===== src/rtl/axi_pkg.sv =====
// Shared AXI write-response definitions: resp encodings, the B-beat record
// and the output-slot state type used by the response arbiter.
package axi_pkg;

    localparam logic [1:0] RESP_OKAY   = 2'd0;
    localparam logic [1:0] RESP_EXOKAY = 2'd1;
    localparam logic [1:0] RESP_SLVERR = 2'd2;
    localparam logic [1:0] RESP_DECERR = 2'd3;

    // Widest bid carried in a stored beat; narrower ids are zero-extended.
    localparam int AXI_ID_MAX_WIDTH = 16;

    // One write-response beat as held in the output slot.
    typedef struct packed {
        logic [AXI_ID_MAX_WIDTH-1:0] id;
        logic [1:0]                  resp;
        logic                        user;
    } b_beat_t;

    // Occupancy of the single-entry output slot.
    typedef enum logic {
        SLOT_EMPTY = 1'b0,
        SLOT_FULL  = 1'b1
    } slot_state_t;

    // SLVERR and DECERR are the responses that count as errors.
    function automatic logic resp_is_err(input logic [1:0] resp);
        return (resp == RESP_SLVERR) || (resp == RESP_DECERR);
    endfunction

endpackage


===== src/rtl/axi_wr_rsp_channel.sv =====
// AXI B channel bundle; the master side drives the response, the slave
// side returns ready.
interface axi_wr_rsp_channel #(
    parameter int ID_WIDTH = 16
) ();

    logic                bvalid;
    logic                bready;
    logic [ID_WIDTH-1:0] bid;
    logic [1:0]          bresp;
    logic                buser;

    modport master (output bvalid, bid, bresp, buser, input bready);
    modport slave  (input bvalid, bid, bresp, buser, output bready);

endinterface


===== src/rtl/axi_wr_rsp_arbiter_core.sv =====
// Merges NUM_SRC write-response streams into one through a single registered
// slot. Round-robin selection, one beat per cycle while downstream is ready,
// and a saturating count of delivered error responses.
module axi_wr_rsp_arbiter_core
    import axi_pkg::*;
#(
    parameter  int NUM_SRC      = 4,
    parameter  int ID_MAX_WIDTH = 16,
    parameter  int CNT_WIDTH    = 16,
    localparam int IDX_W        = $clog2(NUM_SRC)
) (
    input  logic                            aclk,
    input  logic                            aresetn,
    input  logic [NUM_SRC-1:0]              s_bvalid,
    output logic [NUM_SRC-1:0]              s_bready,
    input  logic [NUM_SRC*ID_MAX_WIDTH-1:0] s_bid,
    input  logic [NUM_SRC*2-1:0]            s_bresp,
    input  logic [NUM_SRC-1:0]              s_buser,
    output logic                            m_bvalid,
    input  logic                            m_bready,
    output logic [ID_MAX_WIDTH-1:0]         m_bid,
    output logic [1:0]                      m_bresp,
    output logic                            m_buser,
    output logic [IDX_W-1:0]                m_bsrc,
    output logic [CNT_WIDTH-1:0]            err_cnt,
    input  logic                            err_clr
);

    slot_state_t          state_q, state_d;
    b_beat_t              slot_q, slot_d, granted;
    logic [IDX_W-1:0]     src_q, src_d;
    logic [IDX_W-1:0]     rr_ptr_q, rr_ptr_d;
    logic [IDX_W-1:0]     grant_idx;
    logic [NUM_SRC-1:0]   grant;
    logic [CNT_WIDTH-1:0] err_cnt_q, err_cnt_d;
    logic                 load;
    logic                 m_hs;

    rr_arbiter #(
        .NUM_SRC (NUM_SRC)
    ) u_rr (
        .req       (s_bvalid),
        .ptr       (rr_ptr_q),
        .grant     (grant),
        .grant_idx (grant_idx)
    );

    // Select the granted source's beat; grant is one-hot or all zero.
    always_comb begin
        granted = '0;
        for (int i = 0; i < NUM_SRC; i++) begin
            if (grant[i]) begin
                granted.id   = AXI_ID_MAX_WIDTH'(s_bid[i*ID_MAX_WIDTH +: ID_MAX_WIDTH]);
                granted.resp = s_bresp[i*2 +: 2];
                granted.user = s_buser[i];
            end
        end
    end

    // Slot next-state: refill whenever the slot is empty or being drained.
    always_comb begin
        load     = (state_q == SLOT_EMPTY) || m_bready;
        state_d  = state_q;
        slot_d   = slot_q;
        src_d    = src_q;
        rr_ptr_d = rr_ptr_q;
        s_bready = '0;
        if (load) begin
            if (|s_bvalid) begin
                // Ready is also held low while reset is asserted.
                s_bready = grant & {NUM_SRC{aresetn}};
                state_d  = SLOT_FULL;
                slot_d   = granted;
                src_d    = grant_idx;
                rr_ptr_d = (grant_idx == IDX_W'(NUM_SRC - 1)) ? '0 : grant_idx + IDX_W'(1);
            end else begin
                state_d = SLOT_EMPTY;
            end
        end
    end

    // Slot and pointer registers.
    always_ff @(posedge aclk or negedge aresetn) begin
        if (!aresetn) begin
            state_q  <= SLOT_EMPTY;
            // NOTE: the slot payload is reset as well, because m_bid/m_bresp/m_buser/m_bsrc must read zero during reset.
            slot_q   <= '0;
            src_q    <= '0;
            rr_ptr_q <= '0;
        end else begin
            // NOTE: non-blocking assignments here so every register samples the pre-edge values computed above.
            state_q  <= state_d;
            slot_q   <= slot_d;
            src_q    <= src_d;
            rr_ptr_q <= rr_ptr_d;
        end
    end

    assign m_hs = (state_q == SLOT_FULL) && m_bready;

    // Error counter: clear wins, otherwise count delivered errors up to all-ones.
    always_comb begin
        err_cnt_d = err_cnt_q;
        if (err_clr) begin
            err_cnt_d = '0;
        end else if (m_hs && resp_is_err(slot_q.resp) && (err_cnt_q != '1)) begin
            err_cnt_d = err_cnt_q + CNT_WIDTH'(1);
        end
    end

    // Error counter register.
    always_ff @(posedge aclk or negedge aresetn) begin
        if (!aresetn) begin
            err_cnt_q <= '0;
        end else begin
            err_cnt_q <= err_cnt_d;
        end
    end

    assign m_bvalid = (state_q == SLOT_FULL);
    assign m_bid    = slot_q.id[ID_MAX_WIDTH-1:0];
    assign m_bresp  = slot_q.resp;
    assign m_buser  = slot_q.user;
    assign m_bsrc   = src_q;
    assign err_cnt  = err_cnt_q;

endmodule


===== src/rtl/axi_wr_rsp_master_port.sv =====
// Thin adapter from the core's flat master-side signals onto the master
// modport of an axi_wr_rsp_channel.
module axi_wr_rsp_master_port #(
    parameter int ID_WIDTH = 16
) (
    axi_wr_rsp_channel.master  m,
    input  logic                bvalid,
    input  logic [ID_WIDTH-1:0] bid,
    input  logic [1:0]          bresp,
    input  logic                buser,
    output logic                bready
);

    assign m.bvalid = bvalid;
    assign m.bid    = bid;
    assign m.bresp  = bresp;
    assign m.buser  = buser;
    assign bready   = m.bready;

endmodule


===== src/rtl/rr_arbiter.sv =====
// Round-robin grant: search req starting at ptr, wrapping from NUM_SRC-1
// to 0, and return the first requester as one-hot and as an index.
module rr_arbiter #(
    parameter  int NUM_SRC = 4,
    localparam int IDX_W   = $clog2(NUM_SRC)
) (
    input  logic [NUM_SRC-1:0] req,
    input  logic [IDX_W-1:0]   ptr,
    output logic [NUM_SRC-1:0] grant,
    output logic [IDX_W-1:0]   grant_idx
);

    // One extra bit so ptr + offset cannot overflow before the wrap.
    localparam int PW = IDX_W + 1;

    // Visit every source once in rotated order; the first requester wins.
    always_comb begin
        logic [PW-1:0]    pos;
        logic [IDX_W-1:0] idx;
        logic             found;
        // NOTE: every variable gets a value before the loop, so no path through this block can infer a latch.
        grant     = '0;
        grant_idx = '0;
        found     = 1'b0;
        pos       = '0;
        idx       = '0;
        for (int k = 0; k < NUM_SRC; k++) begin
            pos = {1'b0, ptr} + PW'(k);
            if (pos >= PW'(NUM_SRC)) begin
                pos = pos - PW'(NUM_SRC);
            end
            idx = pos[IDX_W-1:0];
            if (!found && req[idx]) begin
                found      = 1'b1;
                grant[idx] = 1'b1;
                grant_idx  = idx;
            end
        end
    end

endmodule


===== src/rtl/axi_wr_rsp_arbiter.sv =====
// Write-response arbiter top: flat-port core whose merged output is routed
// through the master side of an axi_wr_rsp_channel bundle.
module axi_wr_rsp_arbiter #(
    parameter int NUM_SRC      = 4,
    parameter int ID_MAX_WIDTH = 16,
    parameter int CNT_WIDTH    = 16
) (
    input  logic                            aclk,
    input  logic                            aresetn,
    input  logic [NUM_SRC-1:0]              s_bvalid,
    output logic [NUM_SRC-1:0]              s_bready,
    input  logic [NUM_SRC*ID_MAX_WIDTH-1:0] s_bid,
    input  logic [NUM_SRC*2-1:0]            s_bresp,
    input  logic [NUM_SRC-1:0]              s_buser,
    output logic                            m_bvalid,
    input  logic                            m_bready,
    output logic [ID_MAX_WIDTH-1:0]         m_bid,
    output logic [1:0]                      m_bresp,
    output logic                            m_buser,
    output logic [$clog2(NUM_SRC)-1:0]      m_bsrc,
    output logic [CNT_WIDTH-1:0]            err_cnt,
    input  logic                            err_clr
);

    logic                    core_bvalid;
    logic                    core_bready;
    logic [ID_MAX_WIDTH-1:0] core_bid;
    logic [1:0]              core_bresp;
    logic                    core_buser;

    axi_wr_rsp_channel #(.ID_WIDTH(ID_MAX_WIDTH)) m_ch ();

    axi_wr_rsp_arbiter_core #(
        .NUM_SRC      (NUM_SRC),
        .ID_MAX_WIDTH (ID_MAX_WIDTH),
        .CNT_WIDTH    (CNT_WIDTH)
    ) u_core (
        .aclk     (aclk),
        .aresetn  (aresetn),
        .s_bvalid (s_bvalid),
        .s_bready (s_bready),
        .s_bid    (s_bid),
        .s_bresp  (s_bresp),
        .s_buser  (s_buser),
        .m_bvalid (core_bvalid),
        .m_bready (core_bready),
        .m_bid    (core_bid),
        .m_bresp  (core_bresp),
        .m_buser  (core_buser),
        .m_bsrc   (m_bsrc),
        .err_cnt  (err_cnt),
        .err_clr  (err_clr)
    );

    axi_wr_rsp_master_port #(
        .ID_WIDTH (ID_MAX_WIDTH)
    ) u_mport (
        .m      (m_ch),
        .bvalid (core_bvalid),
        .bid    (core_bid),
        .bresp  (core_bresp),
        .buser  (core_buser),
        .bready (core_bready)
    );

    assign m_bvalid    = m_ch.bvalid;
    assign m_bid       = m_ch.bid;
    assign m_bresp     = m_ch.bresp;
    assign m_buser     = m_ch.buser;
    assign m_ch.bready = m_bready;

endmodule


===== config.mk =====
export PLATFORM = sky130hd
export DESIGN_NAME = axi_wr_rsp_arbiter
export DESIGN_NICKNAME = d
export VERILOG_FILES = /design/src/rtl/axi_pkg.sv /design/src/rtl/axi_wr_rsp_channel.sv /design/src/rtl/axi_wr_rsp_arbiter_core.sv /design/src/rtl/axi_wr_rsp_master_port.sv /design/src/rtl/rr_arbiter.sv /design/src/rtl/axi_wr_rsp_arbiter.sv
export SDC_FILE = /design/constraint.sdc
export NUM_CORES = 1
export LEC_CHECK = 0
export CORE_MARGIN = 4
export CORE_UTILIZATION = 28
export DETAILED_ROUTE_END_ITERATION = 10
export GPL_TIMING_DRIVEN = 0
export PLACE_DENSITY = 0.59
export SLEW_MARGIN = 20
export SYNTH_ARGS = -nofsm -noshare
export SYNTH_HDL_FRONTEND = slang
export SYNTH_HIERARCHICAL = 1
export SYNTH_SLANG_ARGS = --single-unit

===== constraint.sdc =====
create_clock -name aclk -period 4.95 [get_ports aclk]
set_clock_uncertainty 0.1 [all_clocks]
set_input_delay 0.99 -clock aclk [delete_from_list [all_inputs] [get_ports aclk]]
set_output_delay 0.99 -clock aclk [all_outputs]
set_load 0.02 [all_outputs]

Word-level counts from Yosys, hierarchy flattened. Cells that the tools add are included.

$add $sub $neg: 9. Equal/unequal tests: 4. Reduce and logical (&&, ||, !) cells: 18. Bitwise logic cells: 5. Order comparisons: 12. Multiplexer cells: 41.

Operators by type and width (count): 19-bit two-way mux (4); 16-bit two-way mux (2); 4-bit two-way mux (6); 2-bit two-way mux (9); 16-bit by 1-bit adder with 16-bit output, second input constant (1); 16-bit inequality test, second input constant (1); 2-bit by 3-bit less-than comparator with 1-bit output, second input constant (4); 1-bit two-way mux (12); 4-bit OR (3); 1-bit logical AND (10); 3-bit greater-or-equal comparator, second input constant (3); 1-bit binary-select mux with 2-bit select (4); 1-bit demux with 2-bit select (4); 2-bit by 1-bit greater-or-equal comparator with 1-bit output, second input constant (4); 2-bit by 1-bit subtractor with 2-bit output, second input constant (4); 2-bit by 2-bit adder with 3-bit output, second input constant (2); 2-bit equality test, second input constant (3); 4-bit bitwise AND (1); 4-bit OR reduction (1); 2-bit by 1-bit adder with 3-bit output, second input constant (1); 2-bit by 3-bit greater-or-equal comparator with 1-bit output, second input constant (1); 1-bit zero test (3); 2-bit by 1-bit adder with 2-bit output, second input constant (1); 1-bit logical OR (2); other kinds (3) (3).

Output and inout bits: 42. Flip-flop bits (word level): 40. Bits of input ports: 84. Word-level logic and storage cells: 96.

Logic depth before layout (Yosys ltp).
Word-level depth: 18. Depth in mapped cells: 14. Mapped depth without buffers: 10.

Cells and area by module. Netlist, hierarchy kept.

By module, submodules not included: axi_wr_rsp_arbiter_core (seq. area each 1001.0 um^2, cells each 272, instances 1, area an instance 2373.5 um^2); rr_arbiter (seq. area each 0.0 um^2, cells each 65, instances 1, area an instance 489.2 um^2); axi_wr_rsp_master_port (seq. area each 0.0 um^2, cells each 21, instances 1, area an instance 157.7 um^2).

Least setup slack after synthesis. No wires, ideal clock.

Kind: input -> output. From: input port s_bvalid[0]. To: output port s_bready[2]. Arrival time: 3.087 ns. Path slack: 0.773 ns. Path buffers: 3. Stages: 8. Cells stage by stage: clkbuf_2 -> mux4_2 -> or2_4 -> nor2b_4 -> a221o_2 -> clkbuf_1 -> clkbuf_1 -> and3_1.

Cells in the longest elaborated chain, start to end: 15. Elaborated cells on any way between the ends: 28. Those cells by class: 17 x mux; 4 x bitwise; 7 x reduce/logical.

Ends and longest elaborated chain: from (decl) (RTL line axi_wr_rsp_arbiter.sv:10) `input logic [NUM_SRC-1:0] s_bvalid,`; 1-bit binary-select mux with 2-bit select (RTL line rr_arbiter.sv:33) `if (!found && req[idx]) begin`; 1-bit two-way mux (not written as such) (RTL line rr_arbiter.sv:33); 1-bit two-way mux (RTL line rr_arbiter.sv:33); 1-bit zero test (RTL line rr_arbiter.sv:33); 1-bit logical AND (RTL line rr_arbiter.sv:33); 1-bit two-way mux (RTL line rr_arbiter.sv:33); 1-bit zero test (RTL line rr_arbiter.sv:33); 1-bit logical AND (RTL line rr_arbiter.sv:33); 1-bit two-way mux (RTL line rr_arbiter.sv:33); 1-bit zero test (RTL line rr_arbiter.sv:33); 1-bit logical AND (RTL line rr_arbiter.sv:33); 4-bit two-way mux (*) (RTL line rr_arbiter.sv:33); named net u_core.grant[2] (RTL line axi_wr_rsp_arbiter_core.sv:34) `logic [NUM_SRC-1:0] grant;`; 4-bit bitwise AND (*) (RTL line axi_wr_rsp_arbiter_core.sv:71) `s_bready = grant & {NUM_SRC{aresetn}};`; 4-bit two-way mux (*) (RTL line axi_wr_rsp_arbiter_core.sv:69) `if (|s_bvalid) begin`; 4-bit two-way mux (*) (RTL line axi_wr_rsp_arbiter_core.sv:68) `if (load) begin`; to (decl) (RTL line axi_wr_rsp_arbiter.sv:11) `output logic [NUM_SRC-1:0] s_bready,`.

The timed path passes the listed nets; every way through them passes the cells marked *. The select of a mux whose other input is x is not followed.

Final worst setup path.
From: input port s_bvalid[2]. To: output port s_bready[1].

The elaborated chain is that of the path after synthesis.

==> results.txt <==
----------------------------------------------------
[Clock tree]
  Clock root buffer ... sky130_fd_sc_hd__clkbuf_8
  Num CTS Buffers ... 5
  CTS tree ... built
  Total number of clock tree sinks ... 40
  Clock-pin slew on the worst setup and hold paths ... 0.08 ns
  Hold bufs inserted after CTS ... 0
  H-tree depth ... 2
  Clock insertion delay at the later pin of the skew report ... 0.29 ns
  Number of buffers between clock root and the deepest sink ... 2

[Timing]
  Number of setup violations in the final report ... 0
  Endpoints failing hold ... 0
  Worst slew margin relative to its limit ... 0.434
  Time the final worst path needs with I/O delays and setup ... 4.75 ns
  Number of slew-limit violations in the final report ... 0
  Min Hold Slack ... 0.428 ns
  Worst path setup slack after routing ... 0.200 ns
  Peak Freq ... 211 MHz
  Tightest Pin Transition ... 0.848 ns
  Final period utilization ... 0.960
  Setup repair after global routing missed its margin ... no

[Pwr]
  Switching portion of total power ... 0.430
  Clock group share of total power ... 0.108
  Logic pwr share ... 0.694
  Proportion of power drawn by flip-flops and latches ... 0.199
  Pwr Density ... 548 nW/um2
  P_sw ... 1.08 mW
  Worst IR Drop VDD ... 0.262 mV
  PnR Total Power ... 2.51 mW
  Internal power ... 1.43 mW
  Leakage power ... 1.88 nW

[Detailed routing]
  Post-detailed-routing wire length ... 9.91 mm
  Routed Antenna Nets ... 0
  Via count ... 3,216
  DRC marker count from the first detailed-route iteration ... 129
  Pre-antenna DRT Iters ... 5
  Detail-routed via count per cell ... 5.12
  Detailed-route wire length per cell ... 15.8 um
  DRC violation count after routing ... 0

[Worst hold path]
  Classification of the worst-slack hold path ... reg2reg
  Hold Path Origin ... u_core/m_bsrc[1]$_DFFE_PN0P_

[Global route]
  GR Overflow Total ... 0
  Number of global-route vias before repair ... 3,227
  First-pass GRT wire length ... 16.1 mm
  Global-route track usage on met3 ... 0.0489
  Total global routing track utilization ... 0.152
  Met2 capacity usage during global routing ... 0.270
  GR Util met1 ... 0.179
  Most heavily used metal layer in global routing ... met2
  Largest net degree at the start of global routing ... 33
  Number of antenna violations at the first check in global routing ... 0

[Worst setup path]
  Top cell by count, worst path ... sky130_fd_sc_hd__clkdlybuf4s50_1
  Type of element launching the critical path ... input pin
  Buffering stage count on the worst path with inverters included ... 3
  Start of the worst register-to-register path ... u_core/rr_ptr_q[0]$_DFFE_PN0P_
  CP Data Arrival Time ... 3.66 ns
  WS Path Type ... in2out
  Crit path max fanout ... 10
  Sequence of cells on the critical path ... clkdlybuf4s50_1 -> clkbuf_2 -> mux4_2 -> or2_4 -> nor2b_4 -> a221o_2 -> and3_1 -> clkdlybuf4s50_1
  Cell family with the largest share of critical-path delay ... buffers and inverters
  Worst stage delay on the critical path ... 0.64 ns
  Data required, critical path ... 3.86 ns
  Critical Path Slowest Stage Cell ... sky130_fd_sc_hd__clkdlybuf4s50_1
  Crit path from ... s_bvalid[2]
  Worst Setup End Kind ... output pin

[Floorplanning]
  Chip height ... 112 um
  Effective utilization at floorplan ... 0.290
  Core region area ... 10,400 um2
  Row Count ... 37
  Top-level I/O count ... 126
  Die X ... 112 um
  Floorplan die area ... 12,500 um2

[Synth]
  Largest area contributor in the synthesized netlist ... sky130_fd_sc_hd__dfrtp_1
  Flip-flop and latch count after synthesis ... 40
  Fraction of synthesis flops using an asynchronous set or reset pin ... 1.00
  Post-synthesis cell type count ... 45
  Gate count of the mapped netlist ... 358
  Dominant register cell in the synthesized netlist ... sky130_fd_sc_hd__dfrtp_1
  Synthesized area ... 3020 um2
  Number of warnings reported in the yosys synthesis log ... 6
  Count of flip-flops with a built-in enable after synthesis ... 0
  Syn avg cell area ... 8.44 um2
  Post-synth top area share ... 0.331
  Number of nets produced by synthesis ... 449
  Cell types occupying the most area after synthesis ... sky130_fd_sc_hd__dfrtp_1 (33%), sky130_fd_sc_hd__a211o_1 (5.5%), sky130_fd_sc_hd__a221oi_1 (5.2%), sky130_fd_sc_hd__buf_4 (5.2%), sky130_fd_sc_hd__a31oi_1 (4.3%)
  Share of synthesized area occupied by flip-flops and latches ... 0.331

[Place]
  Placed cell count ... 619
  Global placement routability congestion ... 0.838
  Total of buffers placed on input and output ports ... 124
  DP HPWL ... 7.81 mm
  Worst slack at placement ... -0.696 ns

[Cells and area]
  # nets final ... 582
  Final Instance Count excl. Fillers ... 628
  Relative area change from synthesis to final layout ... 51.8%
  Layout cell share with drive strength beyond 1 ... 0.128
  Diodes inserted ... 0

[Flow run]
  Number of max-capacitance violations reported ... 0

[Outcome]
  Run status ... finished clean

----------------------------------------------------
cells in the mapped netlist, types with 3 or more instances:
master and instances:
sky130_fd_sc_hd__mux2_2 4, sky130_fd_sc_hd__a221oi_1 18, sky130_fd_sc_hd__or4_1 10, sky130_fd_sc_hd__a221o_2 4
sky130_fd_sc_hd__a21oi_1 14, sky130_fd_sc_hd__buf_4 21, sky130_fd_sc_hd__dfrtp_1 40, sky130_fd_sc_hd__clkbuf_1 19
sky130_fd_sc_hd__inv_1 25, sky130_fd_sc_hd__ha_1 7, sky130_fd_sc_hd__buf_2 4, sky130_fd_sc_hd__a31oi_1 21
sky130_fd_sc_hd__nand4_1 5, sky130_fd_sc_hd__o31ai_1 9, sky130_fd_sc_hd__nor4_1 3, sky130_fd_sc_hd__o21ai_0 12
sky130_fd_sc_hd__nor2b_1 5, sky130_fd_sc_hd__nor2_1 28, sky130_fd_sc_hd__and3_1 5, sky130_fd_sc_hd__a211o_1 19
sky130_fd_sc_hd__mux2_1 4, sky130_fd_sc_hd__and3b_1 3, sky130_fd_sc_hd__mux4_2 3, sky130_fd_sc_hd__nand2_1 35
sky130_fd_sc_hd__clkbuf_2 3, sky130_fd_sc_hd__nand3_1 8, sky130_fd_sc_hd__or3_1 3
worst paths after layout:
check / endpoint / slack, ns / cells after the start
setup / recovery: s_bready[1] / 0.20 / 8
hold / removal: u_core/m_bsrc[1]$_DFFE_PN0P_ / 0.43 / 1
setup reg to reg: u_core/m_bid[9]$_DFFE_PN0P_ / 0.83 / 14
hold reg to reg: u_core/m_bsrc[1]$_DFFE_PN0P_ / 0.43 / 1
max in group asynchronous: u_core/m_bid[11]$_DFFE_PN0P_ / 3.78 / 2
min in group asynchronous: u_core/err_cnt[12]$_DFFE_PN0P_ / 0.49 / 1
area by class of cell:
cell class | instances | area [um2]
clock buffers | 5 | 68.8
plain buffers | 45 | 269
fillers | 1054 | 5830
multi-input cells | 245 | 1660
repair buffers | 129 | 1280
clock inverters | 3 | 42.5
well taps | 136 | 170
flip-flops and latches | 40 | 1000
inverters | 25 | 93.8
cells by family after synthesis:
group	Yosys count	share of synthesized area
flops	40	0.331
simple gates	120	0.208
fa+ha+maj	7	0.0290
compound gates	105	0.251
buf+inv	73	0.122
mux	13	0.0588
power by group through the flow:
stage | logic [mW] | clock network (mW) | registers [mW]
after floorplan | 1.16 | 0 | 0.500
after global placement | 1.68 | 0 | 0.504
after detailed placement | 1.70 | 0 | 0.507
after CTS | 1.71 | 0.282 | 0.503
after global routing | 1.90 | 0.293 | 0.516
final | 1.74 | 0.271 | 0.500
timing repair:
item | 4_1_cts | 5_1_grt
setup endpoints to repair | 3 | 2
buffers inserted | 1 | 3
resized for setup | 6 | 0
pin swaps | 2 | 2
cells in the final DEF (no fill, tap or decap), drive strengths merged, types with 7 or more instances in the layout:
cell and instances:
clkdlybuf4s50 121, dfrtp 40, nand2 35, buf 32
nor2 28, inv 25, clkbuf 24, a31oi 21
a211o 19, a221oi 18, a21oi 14, o21ai 14
or4 11, o31ai 9, nand3 8, mux2 8
ha 7
layer usage:
metal	routed length, um	part of all wire
met1	4000	0.40
met2	4950	0.50
met3	800	0.081
met4	155	0.016
met5	0	0
registers in the layout, summed over array words and instances (netlist names):
| register | count |
|---|---|
| u_core/err_cnt | 16 |
| u_core/m_bresp | 2 |
| u_core/m_bid | 16 |
| u_core/m_buser | 1 |
| u_core/m_bvalid | 1 |
| u_core/m_bsrc | 2 |
| u_core/rr_ptr_q | 2 |
per-stage QoR:
stage,instance area (um2),utilization,TNS (ns)
after CTS,4560,0.438,0
after global routing,4580,0.440,0
after detailed placement,4450,0.427,-1.61
after floorplan,3020,-,0
after global placement,4430,0.425,-1.48
final,4580,0.440,0
Power figures use the tool's default switching activity.
